**config.mk**
```make
export PLATFORM = sky130hd
export DESIGN_NAME = cambus_tx
export DESIGN_NICKNAME = d
export VERILOG_FILES = /design/src/rtl/cambus_tx.sv
export SDC_FILE = /design/constraint.sdc
export NUM_CORES = 1
export LEC_CHECK = 0
export CELL_PAD_IN_SITES_DETAIL_PLACEMENT = 0
export CELL_PAD_IN_SITES_GLOBAL_PLACEMENT = 1
export CORE_ASPECT_RATIO = 0.7
export CORE_MARGIN = 1
export CORE_UTILIZATION = 44
export CTS_CLUSTER_DIAMETER = 100
export CTS_CLUSTER_SIZE = 12
export DETAILED_ROUTE_END_ITERATION = 8
export HOLD_SLACK_MARGIN = 0.15
export PLACE_DENSITY = 0.92
export SYNTH_ARGS = -nofsm -noshare
export SYNTH_HDL_FRONTEND = slang
export SYNTH_SLANG_ARGS = --single-unit
```
**constraint.sdc**
```tcl
create_clock -name clk -period 8.85 [get_ports clk]
set_input_delay 1.77 -clock clk [delete_from_list [all_inputs] [get_ports clk]]
set_output_delay 1.77 -clock clk [all_outputs]
set_load 0.03 [all_outputs]
```
**src/rtl/cambus_tx.sv**
```systemverilog
// cambus_tx: camera-bus transmitter emulating a parallel image sensor.
// Define CAMBUS_TX_TESTPAT_EN to add the internal (x + y) test-pattern source.
module cambus_tx #(
    parameter int CLK_DIV  = 2,
    parameter int H_ACTIVE = 320,
    parameter int H_BLANK  = 32,
    parameter int V_ACTIVE = 256,
    parameter int V_BLANK  = 4
) (
    input  logic        clk,
    input  logic        rst,
    input  logic        enable,
    input  logic [11:0] in_pixel,
    input  logic        in_sof,
    input  logic        in_valid,
    output logic        in_ready,
    output logic        cam_clk,
    output logic [11:0] cam_pixel,
    output logic        cam_hsync,
    output logic        cam_vsync,
    output logic        underrun,
    output logic        sof_err,
    input  logic        show_test_pattern
);
    localparam int DW = (CLK_DIV > 1) ? $clog2(CLK_DIV) : 1;
    localparam logic [DW-1:0] DIV_MAX = DW'(CLK_DIV - 1);
    localparam logic [11:0] X_ACT      = 12'(H_ACTIVE);
    localparam logic [11:0] X_LAST     = 12'(H_ACTIVE + H_BLANK - 1);
    localparam logic [11:0] Y_ACT_LAST = 12'(V_ACTIVE - 1);
    localparam logic [11:0] Y_VB_LAST  = 12'(V_BLANK - 1);

    typedef enum logic [1:0] {IDLE, ACTIVE, HBLANK, VBLANK} state_t;

    state_t        state, state_n;
    logic [11:0]   x, y, x_n, y_n;
    logic [DW-1:0] div_cnt;
    logic          div_last, load;
    logic          next_act, frame_start, tp_now;
    logic          slot_fill, accept, sof_bad;
    logic [11:0]   pix_n;

    assign div_last = (div_cnt == DIV_MAX);
    // load is the cycle whose closing edge drops cam_clk
    assign load     = cam_clk & div_last;

    always_ff @(posedge clk) begin
        if (!rst) begin
            div_cnt <= '0;
            cam_clk <= 1'b0;
        end else if (div_last) begin
            div_cnt <= '0;
            cam_clk <= ~cam_clk;
        end else begin
            div_cnt <= div_cnt + DW'(1);
        end
    end

    always_comb begin
        state_n = state;
        x_n     = x;
        y_n     = y;
        unique case (state)
            IDLE: begin
                if (enable) begin
                    state_n = ACTIVE;
                    x_n     = '0;
                    y_n     = '0;
                end
            end
            ACTIVE, HBLANK: begin
                if (x == X_LAST) begin
                    x_n = '0;
                    if (y == Y_ACT_LAST) begin
                        state_n = VBLANK;
                        y_n     = '0;
                    end else begin
                        state_n = ACTIVE;
                        y_n     = y + 12'd1;
                    end
                end else begin
                    x_n     = x + 12'd1;
                    state_n = (x_n < X_ACT) ? ACTIVE : HBLANK;
                end
            end
            VBLANK: begin
                if (x == X_LAST) begin
                    x_n = '0;
                    if (y == Y_VB_LAST) begin
                        y_n     = '0;
                        state_n = enable ? ACTIVE : IDLE;
                    end else begin
                        y_n = y + 12'd1;
                    end
                end else begin
                    x_n = x + 12'd1;
                end
            end
            default: state_n = IDLE;
        endcase
    end

    assign next_act    = (state_n == ACTIVE);
    assign frame_start = next_act &&
                         (state == IDLE || state == VBLANK);

`ifdef CAMBUS_TX_TESTPAT_EN
    logic tp_sel;

    always_ff @(posedge clk) begin
        if (!rst)
            tp_sel <= 1'b0;
        else if (load && frame_start)
            tp_sel <= show_test_pattern;
    end

    // the first slot of a frame already follows the new selection
    assign tp_now = frame_start ? show_test_pattern : tp_sel;
`else
    logic unused_tp;

    assign unused_tp = show_test_pattern ^ frame_start;
    assign tp_now    = 1'b0;
`endif

    assign slot_fill = load & next_act & ~tp_now;
    assign in_ready  = rst & slot_fill;
    assign accept    = in_ready & in_valid;
    assign sof_bad   = in_sof != ((x_n == 12'd0) && (y_n == 12'd0));

    always_comb begin
        pix_n = '0;
        if (next_act) begin
            if (tp_now)
                pix_n = x_n + y_n;
            else if (in_valid)
                pix_n = in_pixel;
        end
    end

    always_ff @(posedge clk) begin
        if (!rst) begin
            state     <= IDLE;
            x         <= '0;
            y         <= '0;
            cam_pixel <= '0;
            cam_hsync <= 1'b0;
            cam_vsync <= 1'b0;
            underrun  <= 1'b0;
            sof_err   <= 1'b0;
        end else if (load) begin
            state     <= state_n;
            x         <= x_n;
            y         <= y_n;
            cam_pixel <= pix_n;
            cam_hsync <= next_act;
            cam_vsync <= next_act || (state_n == HBLANK);
            if (slot_fill && !in_valid)
                underrun <= 1'b1;
            if (accept && sof_bad)
                sof_err <= 1'b1;
        end
    end

endmodule

```
==> results of run 1 <==
==> state kept, by name, indices dropped and copies added, names as in the netlist <==
signal     count
cam_pixel     12
x             12
y             12
state          2
cam_clk        1
cam_hsync      1
cam_vsync      1
div_cnt        1
sof_err        1
underrun       1
==> cell usage in the layout (no fill, tap or decap), drive strengths merged, types with 4 or more instances in the layout <==
cell type and count:
nand2 32, a31oi 4, a21oi 16, o22ai 4, o21ai 28, and2 9
and3 5, dfxtp 44, xor2 4, nand4 13, or2 5, nor3 12
xnor2 5, clkbuf 5, nor4 4, nand3 14, nor2 27, a22o 13
clkdlybuf4s50 34, o31ai 11, inv 14, ha 5, nand2b 4
==> worst reg2reg max path, stage by stage, from the launching register on <==
cell and delay [ns]:
dfxtp_1 0.49, ha_1 0.34, and4_1 0.51, nand3_2 0.32, nor3_1 0.46, o21ai_0 0.14, a221oi_1 0.40, a21oi_1 0.09
ha_1 0.23, and3_1 0.33, a22o_1 0.32
==> per-layer routing <==
metal | GRT usage | wire (um) | up-vias | part of all wire
li1 | - | - | 1327 | -
met1 | 0.390 | 4000 | 1339 | 0.52
met2 | 0.341 | 3120 | 116 | 0.40
met3 | 0.0541 | 550 | 6 | 0.071
met4 | 0.0317 | 58 | 0 | 0.0075
met5 | 0 | 0 | - | 0
==> layout make-up <==
| cell class | instances | share of cell area |
|---|---|---|
| clock buffer | 5 | 0.0218 |
| clock inverter | 3 | 0.0146 |
| inverter | 13 | 0.0154 |
| multi-input combinational | 264 | 0.528 |
| sequential | 44 | 0.278 |
| tap | 75 | 0.0297 |
| timing repair buffer | 36 | 0.112 |
==> kinds of logic after synthesis <==
family                     after synthesis  share of synthesized area
AOI/OAI and AO/OA                      107                      0.279
xor gates and xnor gates                 9                     0.0290
adders and majority gates                5                     0.0230
buffers and inverters                   40                     0.0613
DFF                                     44                      0.324
muxes                                    2                    0.00829
and+or+nand+nor                        141                      0.275
==> power groups by stage <==
| stage | Combinational (uW) | Sequential (uW) | Clock (uW) |
|---|---|---|---|
| after global placement | 43.3 | 211 | 0 |
| final | 44.3 | 207 | 164 |
| after global routing | 48.3 | 208 | 174 |
| after CTS | 44.2 | 207 | 167 |
| after detailed placement | 43.9 | 212 | 0 |
| after floorplan | 25.1 | 212 | 0 |
==> path summary, 6_finish.rpt <==
path                            startpoint      endpoint  slack [ns]  cells after the start
worst max-delay path                   rst      in_ready        2.80                      6
worst min-delay path             cam_hsync     cam_hsync        0.47                      1
worst max register to register        x[0]  cam_pixel[3]        5.12                     10
worst min register to register   cam_hsync     cam_hsync        0.47                      1
==> through the flow <==
step / hold WS, ns / setup WS [ns] / instance area, um^2 / std cells
after detailed placement: 0.446 / 2.83 / 3050 / 432
after global routing: 0.492 / 2.69 / 3160 / 440
after global placement: 0.434 / 2.89 / 3050 / 432
after floorplan: 0.433 / 4.37 / 2720 / 348
final: 0.469 / 2.80 / 3160 / 440
after CTS: 0.464 / 2.81 / 3160 / 440
==> summary.md, run 1 <==
| Metric | Value |
|---|---|
| Ys async rst share | 0 |
| DR vias | about 2800 |
| Sequential fraction of the synthesis area | 0.324 |
| Int Power | 306 uW |
| Post-CTS setup buffer count | 0 |
| Cell Pwr Density | ~130 mW/mm^2 |
| Worst Path Arrival | ~4.3 ns |
| Comb pwr share | 0.107 |
| Worst path bufs/invs | 4 |
| Number of global-route vias before repair | ~2300 |
| Cell taking the most area after synthesis | dfxtp_1 |
| Max-cap violations | 0 |
| Chip height | between 60 and 70 um |
| CTS tree | built |
| Seq pwr share | 0.499 |
| DRC | 0 |
| GR Util All Layers | 0.247 |
| Synthesized area per cell | slightly below 8 um^2 |
| Post-synth top cells | 44 x dfxtp_1, 32 x nand2_1, 27 x nor2_1, 27 x o21ai_0, 21 x clkbuf_1 |
| Startpoint types | input pin |
| Final setup violating endpoints | 0 |
| DRT iter0 DRCs | roughly 270 |
| Io pins | 36 |
| Ratio of cells with drive above 1 in the final layout | 0.0575 |
| Sw frac | 0.263 |
| Count of pins over their slew limit | 0 |
| # hold bufs at CTS | 0 |
| Filler cells | about 560 |
| CP delay by family, top | buffers and inverters |
| Clk_lat worst skew | between 0.3 and 0.4 ns |
| GPL Wtd Cong | 0.909 |
| Measured slew at the worst slew-check pin | 1.06 ns |
| Initial antenna violation count | 0 |
| Unrepaired setup endpoints after global routing | no |
| Main synth FF type | dfxtp_1 |
| FF+latch count, synth | 44 |
| Skew final | 0.00982 ns |
| Clock sinks | 44 |
| Core area | around 0.0058 mm^2 |
| Clk pwr share | 0.395 |
| Crit path top cell by count | clkdlybuf4s50_1 |
| Unique masters post-synth | 61 |
| Clock tree buffer depth | 2 |
| Leakage | around 0.0011 uW |
| Status | complete, no violations |
| Initial Util | 0.465 |
| Number of vias per cell | between 6 and 7 |
| Final hold violations | 0 |
| Detailed Route WL | ~7.7 mm |
| Final-stage net count | between 300 and 400 |
| Post-CTS Resized | 0 |
| Count leader, synth | dfxtp_1 |
| First-pass GRT wire length | roughly 12 mm |
| DRT antenna net count | 0 |
| NetSw | approximately 110 uW |
| Port Buffers | 34 |
| Total Power | 415 uW |
| TritonRoute pass-1 iters | 5 |
| Synth top area share | 0.324 |
| Max_slew headroom | 0.293 |
| ANT cells | 0 |
| Crit-path cells | clkdlybuf4s50_1 -> buf_4 -> inv_1 -> nor2_1 -> and2_1 -> clkdlybuf4s50_1 |
| Final Util | 0.541 |
| Post-Syn Nets | 371 |
| Kind of critical path | input pin to primary output |
| Largest net degree at the start of global routing | 22 |
| Die width | between 90 and 100 um |
| Period utilization | 0.683 |
| IR drop worst, VDD | 0.0000920 V |
| CP required | 7.08 ns |
| CP max FO | 21 |
| EDFF count, synth | 0 |
| H-tree level count | 2 |
| Hold Path Class | register to register |
| CP Capture Type | primary output |
| Final min period | 6.05 ns |
| FMAX | ~0.17 GHz |
| Slowest-stage cell, CP | nor2_1 |
| Post-Synthesis Cells | about 350 |
| Die area | 0.00650 mm^2 |
| Synthesized area | between 0.002 and 0.003 mm^2 |
| Max incr delay on CP | between 0.6 and 0.7 ns |
| TritonCTS buffer count | 5 |
| Final HPWL DP | 5.62 mm |
| Area contributors post-synth | dfxtp_1 32%, o21ai_0 5.0%, nand2_1 4.4%, a22o_1 4.2%, nor2_1 3.7% |
| # rows | 23 |
| Yosys warns | 0 |
| Gr ovfl total | 0 |
| Avg WL per Cell | about 18 um |
| Clock-pin slew on the worst setup and hold paths | 0.10 ns |
| Root Buffer | clkbuf_8 |
| FF+latch area | slightly below 900 um^2 |
| Area growth syn-to-layout | 16.4% |
| Final setup TNS | 0 ns |
| Multi-input gate area in the final layout | 0.00167 mm^2 |
(Power assumes the default switching activity.)
==> run 2: changes to the inputs <==
Settings changed: CORE_UTILIZATION 44 to 41, PLACE_DENSITY 0.92 to 0.87.
Clock period 8.85 ns to 5.6 ns, I/O delays scaled along.
==> run 2 against run 1 <==
Compared with the run above: wire length up 0.57%; first-iteration DRC count shrank 0.74%; sequential power is 58% higher; critical path depth increased by 4; clock power rose by 57%; register-to-register slack lost 3.2 ns; clock-buffer cell count is the same; clock skew fell by 0.0023 ns; cell area is 0.36% higher.
==> summary.md, run 2 (synthesis gave the netlist of run 1 again) <==
| Metric | Value |
|---|---|
| Status | complete, no violations |
| Cell Pwr Density | ~210 mW/mm^2 |
| Avg WL per Cell | approximately 17 um |
| Seq pwr share | 0.501 |
| Sw frac | 0.261 |
| Final hold violations | 0 |
| Initial Util | 0.431 |
| Root Buffer | clkbuf_8 |
| CP required | between 4 and 5 ns |
| Clock-pin slew on the worst setup and hold paths | roughly 0.09 ns |
| NetSw | about 170 uW |
| Count of pins over their slew limit | 0 |
| Gr ovfl total | 0 |
| FF-to-FF setup slack | around 1.9 ns |
| Highest-count cells in the layout ignoring fill and taps | 44 x dfxtp_1, 34 x clkdlybuf4s50_1, 32 x nand2_1 |
| Clk_lat worst skew | 0.31 ns |
| Period utilization | 0.921 |
| Final setup TNS | 0 ns |
| ANT cells | 0 |
| DRT iter0 DRCs | approximately 270 |
| Biggest regs | cam_pixel: 12 flops, x: 12 flops, y: 12 flops |
| Worst Path Arrival | approximately 4.0 ns |
| Number of global-route vias before repair | between 2000 and 2500 |
| Io pins | 36 |
| Max_slew headroom | 0.335 |
| Area growth syn-to-layout | 16.9% |
| Ratio of cells with drive above 1 in the final layout | 0.0601 |
| TritonRoute pass-1 iters | 4 |
| H-tree level count | 2 |
| Chip height | 70.1 um |
| DR vias | 2738 |
| Startpoint types | register |
| CTS tree | built |
| Final-stage net count | about 390 |
| Int Power | a little under 500 uW |
| DRC | 0 |
| Met2 WL | around 3 mm |
| Clock tree buffer depth | 2 |
| Max layer used | met4 |
| Measured slew at the worst slew-check pin | 0.994 ns |
| # rows | 24 |
| Port Buffers | 34 |
| Post-CTS Resized | 0 |
| Skew final | about 0.0075 ns |
| Post-CTS setup buffer count | 0 |
| First-pass GRT wire length | 12.8 mm |
| Clk pwr share | 0.393 |
| Kind of critical path | register to primary output |
| Die area | about 0.0070 mm^2 |
| Final setup violating endpoints | 0 |
| Setup crit start | x[1] |
| FMAX | slightly below 0.2 GHz |
| Detailed Route WL | between 7 and 8 mm |
| Initial antenna violation count | 0 |
| Hold Path Class | register to register |
| Filler cells | 626 |
| GR Util All Layers | 0.236 |
| Comb pwr share | 0.107 |
| TritonCTS buffer count | 5 |
| # hold bufs at CTS | 0 |
| Met3 wire len | about 570 um |
| Clock sinks | 44 |
| DRT antenna net count | 0 |
| Worst r2r src | x[1] |
| Unrepaired setup endpoints after global routing | no |
| Die width | about 99 um |
| Leakage | 0.00109 uW |
| Hold_sp | div_cnt |
| Worst hold-check slack | ~0.47 ns |
| Final min period | between 5 and 6 ns |
| Number of vias per cell | ~6.2 |
| Commonest non-fill, non-tap cell in the layout | dfxtp_1 |
| IR drop worst, VDD | between 0.0001 and 0.00015 V |
| Largest net degree at the start of global routing | 22 |
| Final HPWL DP | approximately 5.7 mm |
| DRT met1 WL | just over 4 mm |
| Max-cap violations | 0 |
| GPL Wtd Cong | around 0.89 |
| CP Capture Type | primary output |
| CP max FO | 10 |
| Core area | 0.00631 mm^2 |
-- run 2: cell types whose count changed in the layout (fill, tap and decap cells not counted) --
cell,previous run,this run
buf_4,2,3
-- run 2: path summary, 6_finish.rpt --
path / cells after the start / to
worst max-delay path: 10 / in_ready
worst min-delay path: 1 / div_cnt
worst max register to register: 10 / cam_pixel[5]
worst min register to register: 1 / div_cnt
-- run 2: power groups by stage --
stage               Sequential [uW]  Clock (uW)  Combinational (uW)
detailed placement              335           0                69.2
global placement                334           0                68.8
CTS                             327         263                69.6
finish                          328         257                70.0
global route                    329         273                77.7
floorplan                       335           0                39.7
-- run 2: stage by stage --
stage	cells	power [uW]	setup slack [ns]	utilization	cell area [um^2]
2_1_floorplan	348	375	2.04	-	2720
3_3_place_gp	436	403	0.961	0.485	3060
3_5_place_dp	436	404	0.888	0.485	3060
4_1_cts	444	660	0.534	0.503	3170
5_1_grt	444	679	0.150	0.503	3170
6_report	444	655	0.443	0.503	3170
-- run 2: worst max-delay path: stages (launching register included) --
cell and delay [ns]:
dfxtp_1 0.48, ha_1 0.35, and4_1 0.50, nand3_2 0.31
nor3_1 0.49, o21ai_0 0.14, a221oi_1 0.39, a21oi_1 0.08
ha_1 0.24, and2_1 0.16, clkdlybuf4s50_1 0.60
-- run 2: final cells by class --
class	instances	area [um^2]	share of cell area
tap	78	97.6	0.0307
sequential	44	881	0.277
clock buffer	5	68.8	0.0217
clock inverter	3	46.3	0.0146
timing repair buffer	37	363	0.114
multi-input combinational	264	1670	0.526
inverter	13	48.8	0.0154
-- run 2: routing by layer --
metal  vias up  global-route usage
li1       1330                   -
met1      1285               0.381
met2       111               0.307
met3        12              0.0480
met4         0              0.0588
met5         -                   0
==> run 3: changes to the inputs <==
--- a/config.mk
+++ b/config.mk
@@ -11,8 +11,8 @@
 export CORE_MARGIN = 1
 export CORE_UTILIZATION = 41
-export CTS_CLUSTER_DIAMETER = 100
 export CTS_CLUSTER_SIZE = 12
 export DETAILED_ROUTE_END_ITERATION = 8
 export HOLD_SLACK_MARGIN = 0.15
+export MAX_ROUTING_LAYER = met4
 export PLACE_DENSITY = 0.87
 export SYNTH_ARGS = -nofsm -noshare
==> constraint.sdc (replaced) <==
create_clock -name clk -period 5.6 [get_ports clk]
set_input_delay 1.12 -clock clk [delete_from_list [all_inputs] [get_ports clk]]
set_output_delay 1.12 -clock clk [all_outputs]
set_load 0.005 [all_outputs]
==> run 3 against run 2 <==
Compared with the run above: first-iteration DRC count shrank 21%; hold slack lost 0.0094 ns; fmax grew 4.3%; cell area grew 0.24%; power shrank 0.83%; clock power is essentially flat; global-route usage grew 0.91 points; sequential share of layout area shrank 0.065 points; setup slack gained 0.21 ns; final cell count grew 0.23%; critical path type unchanged; critical endpoint unchanged; largest power group unchanged.
==> summary.md, run 3 (synthesis gave the netlist of run 1 again) <==
| Metric | Value |
|---|---|
| Status | complete, no violations |
| Final min period | 4.95 ns |
| Commonest non-fill, non-tap cell in the layout | dfxtp_1 |
| DR vias | around 2700 |
| IR drop worst, VDD | ~0.00013 V |
| Hold_sp | cam_hsync |
| Clk_lat worst skew | 0.31 ns |
| Chip height | around 70 um |
| Max-cap violations | 0 |
| Die width | 99.3 um |
| Kind of critical path | register to primary output |
| Clock tree buffer depth | 2 |
| Biggest regs | cam_pixel: 12 flops, x: 12 flops, y: 12 flops |
| CP max FO | 10 |
| First-pass GRT wire length | roughly 13 mm |
| Highest-count cells in the layout ignoring fill and taps | 44 x dfxtp_1, 34 x clkdlybuf4s50_1, 32 x nand2_1 |
| FMAX | around 0.20 GHz |
| Root Buffer | clkbuf_8 |
| DRC | 0 |
| Period utilization | 0.883 |
| H-tree level count | 2 |
| Avg WL per Cell | roughly 17 um |
| CTS tree | built |
| Crit-path cells | ha_1 -> and4_1 -> nand3_2 -> nor3_1 -> o21ai_0 -> a221oi_1 -> a21oi_1 -> ha_1 -> and2_1 -> clkdlybuf4s50_1 |
| ANT cells | 0 |
| Leakage | 0.00110 uW |
| Post-CTS setup buffer count | 0 |
| Startpoint types | register |
| Detailed Route WL | ~8 mm |
| TritonCTS buffer count | 5 |
| Measured slew at the worst slew-check pin | ~0.99 ns |
| Ratio of cells with drive above 1 in the final layout | 0.0627 |
| Initial Util | 0.431 |
| CP Capture Type | primary output |
| Final setup violating endpoints | 0 |
| DRT antenna net count | 0 |
| Max_slew headroom | 0.340 |
| Final Worst Setup Slack | 0.654 ns |
| Clock sinks | 44 |
| # rows | 24 |
| Largest net degree at the start of global routing | 22 |
| Final setup TNS | 0 ns |
| Count of pins over their slew limit | 0 |
| Clock-pin slew on the worst setup and hold paths | around 0.090 ns |
| Gr ovfl total | 0 |
| Area growth syn-to-layout | 17.1% |
| Core area | between 0.006 and 0.007 mm^2 |
| Initial antenna violation count | 0 |
| Final-stage net count | around 390 |
| CP delay by family, top | simple AND/OR/NAND/NOR gates |
| Worst r2r src | x[0] |
| Setup crit start | x[0] |
| Post-Place Worst Slack | between 1 and 1.5 ns |
| Final hold violations | 0 |
| Unrepaired setup endpoints after global routing | no |
| Number of vias per cell | roughly 6 |
| Crit path top cell by count | ha_1 |
| CP required | ~4.5 ns |
| Final HPWL DP | 5.71 mm |
| Skew final | between 0.009 and 0.01 ns |
| Cell Pwr Density | just over 200 mW/mm^2 |
| Slowest-stage cell, CP | and4_1 |
| Number of global-route vias before repair | 2388 |
| Worst path bufs/invs | 1 |
| Die area | 0.00696 mm^2 |
| GR Util All Layers | 0.245 |
| # hold bufs at CTS | 0 |
| GPL Wtd Cong | between 0.8 and 0.9 |
| Port Buffers | 34 |
| Max incr delay on CP | 0.49 ns |
| TritonRoute pass-1 iters | 5 |
| Io pins | 36 |
| Worst Path Arrival | 3.83 ns |
| DRT iter0 DRCs | around 210 |
| Post-CTS Resized | 0 |
| Hold Path Class | register to register |
[run 3: cell count changes in the layout (fill, tap and decap cells not counted), sizes merged]
cell,change
buf,+1
[run 3: area by class of cell]
class                           instances  area [um^2]
Clock buffer                            5         68.8
Clock inverter                          3         46.3
Inverter                               13         48.8
Timing Repair Buffer                   38          370
Multi-Input combinational cell        264         1670
Sequential cell                        44          881
Tap cell                               78         97.6
Fill cell                             599         3120
[run 3: worst paths after layout]
check | end | slack [ns] | cells past startpoint
max reg2reg | cam_pixel[4] | 1.95 | 10
min | cam_hsync | 0.46 | 1
min reg2reg | cam_hsync | 0.46 | 1
max | in_ready | 0.65 | 10
[run 3: power breakdown]
part / total [uW] / internal (uW) / switching, uW
Combinational: 64.4 / 30.7 / 33.7
Clock: 257 / 135 / 123
Sequential: 328 / 319 / 8.98
[run 3: stage by stage]
step / instances / utilization / power [uW] / area, um^2 / hold WS, ns
3_5_place_dp: 437 / 0.486 / 399 / 3070 / 0.440
3_3_place_gp: 437 / 0.486 / 398 / 3070 / 0.435
4_1_cts: 445 / 0.505 / 655 / 3180 / 0.463
6_report: 445 / 0.505 / 649 / 3180 / 0.461
2_1_floorplan: 348 / - / 369 / 2720 / 0.433
5_1_grt: 445 / 0.505 / 676 / 3180 / 0.498
[run 3: routing by layer]
layer  routed length [um]  share of wire  GRT usage
met1                 4260           0.55      0.392
met2                 3030           0.39      0.299
met3                  425          0.055     0.0460
met4                   65         0.0084     0.0637
met5                    0              0          -
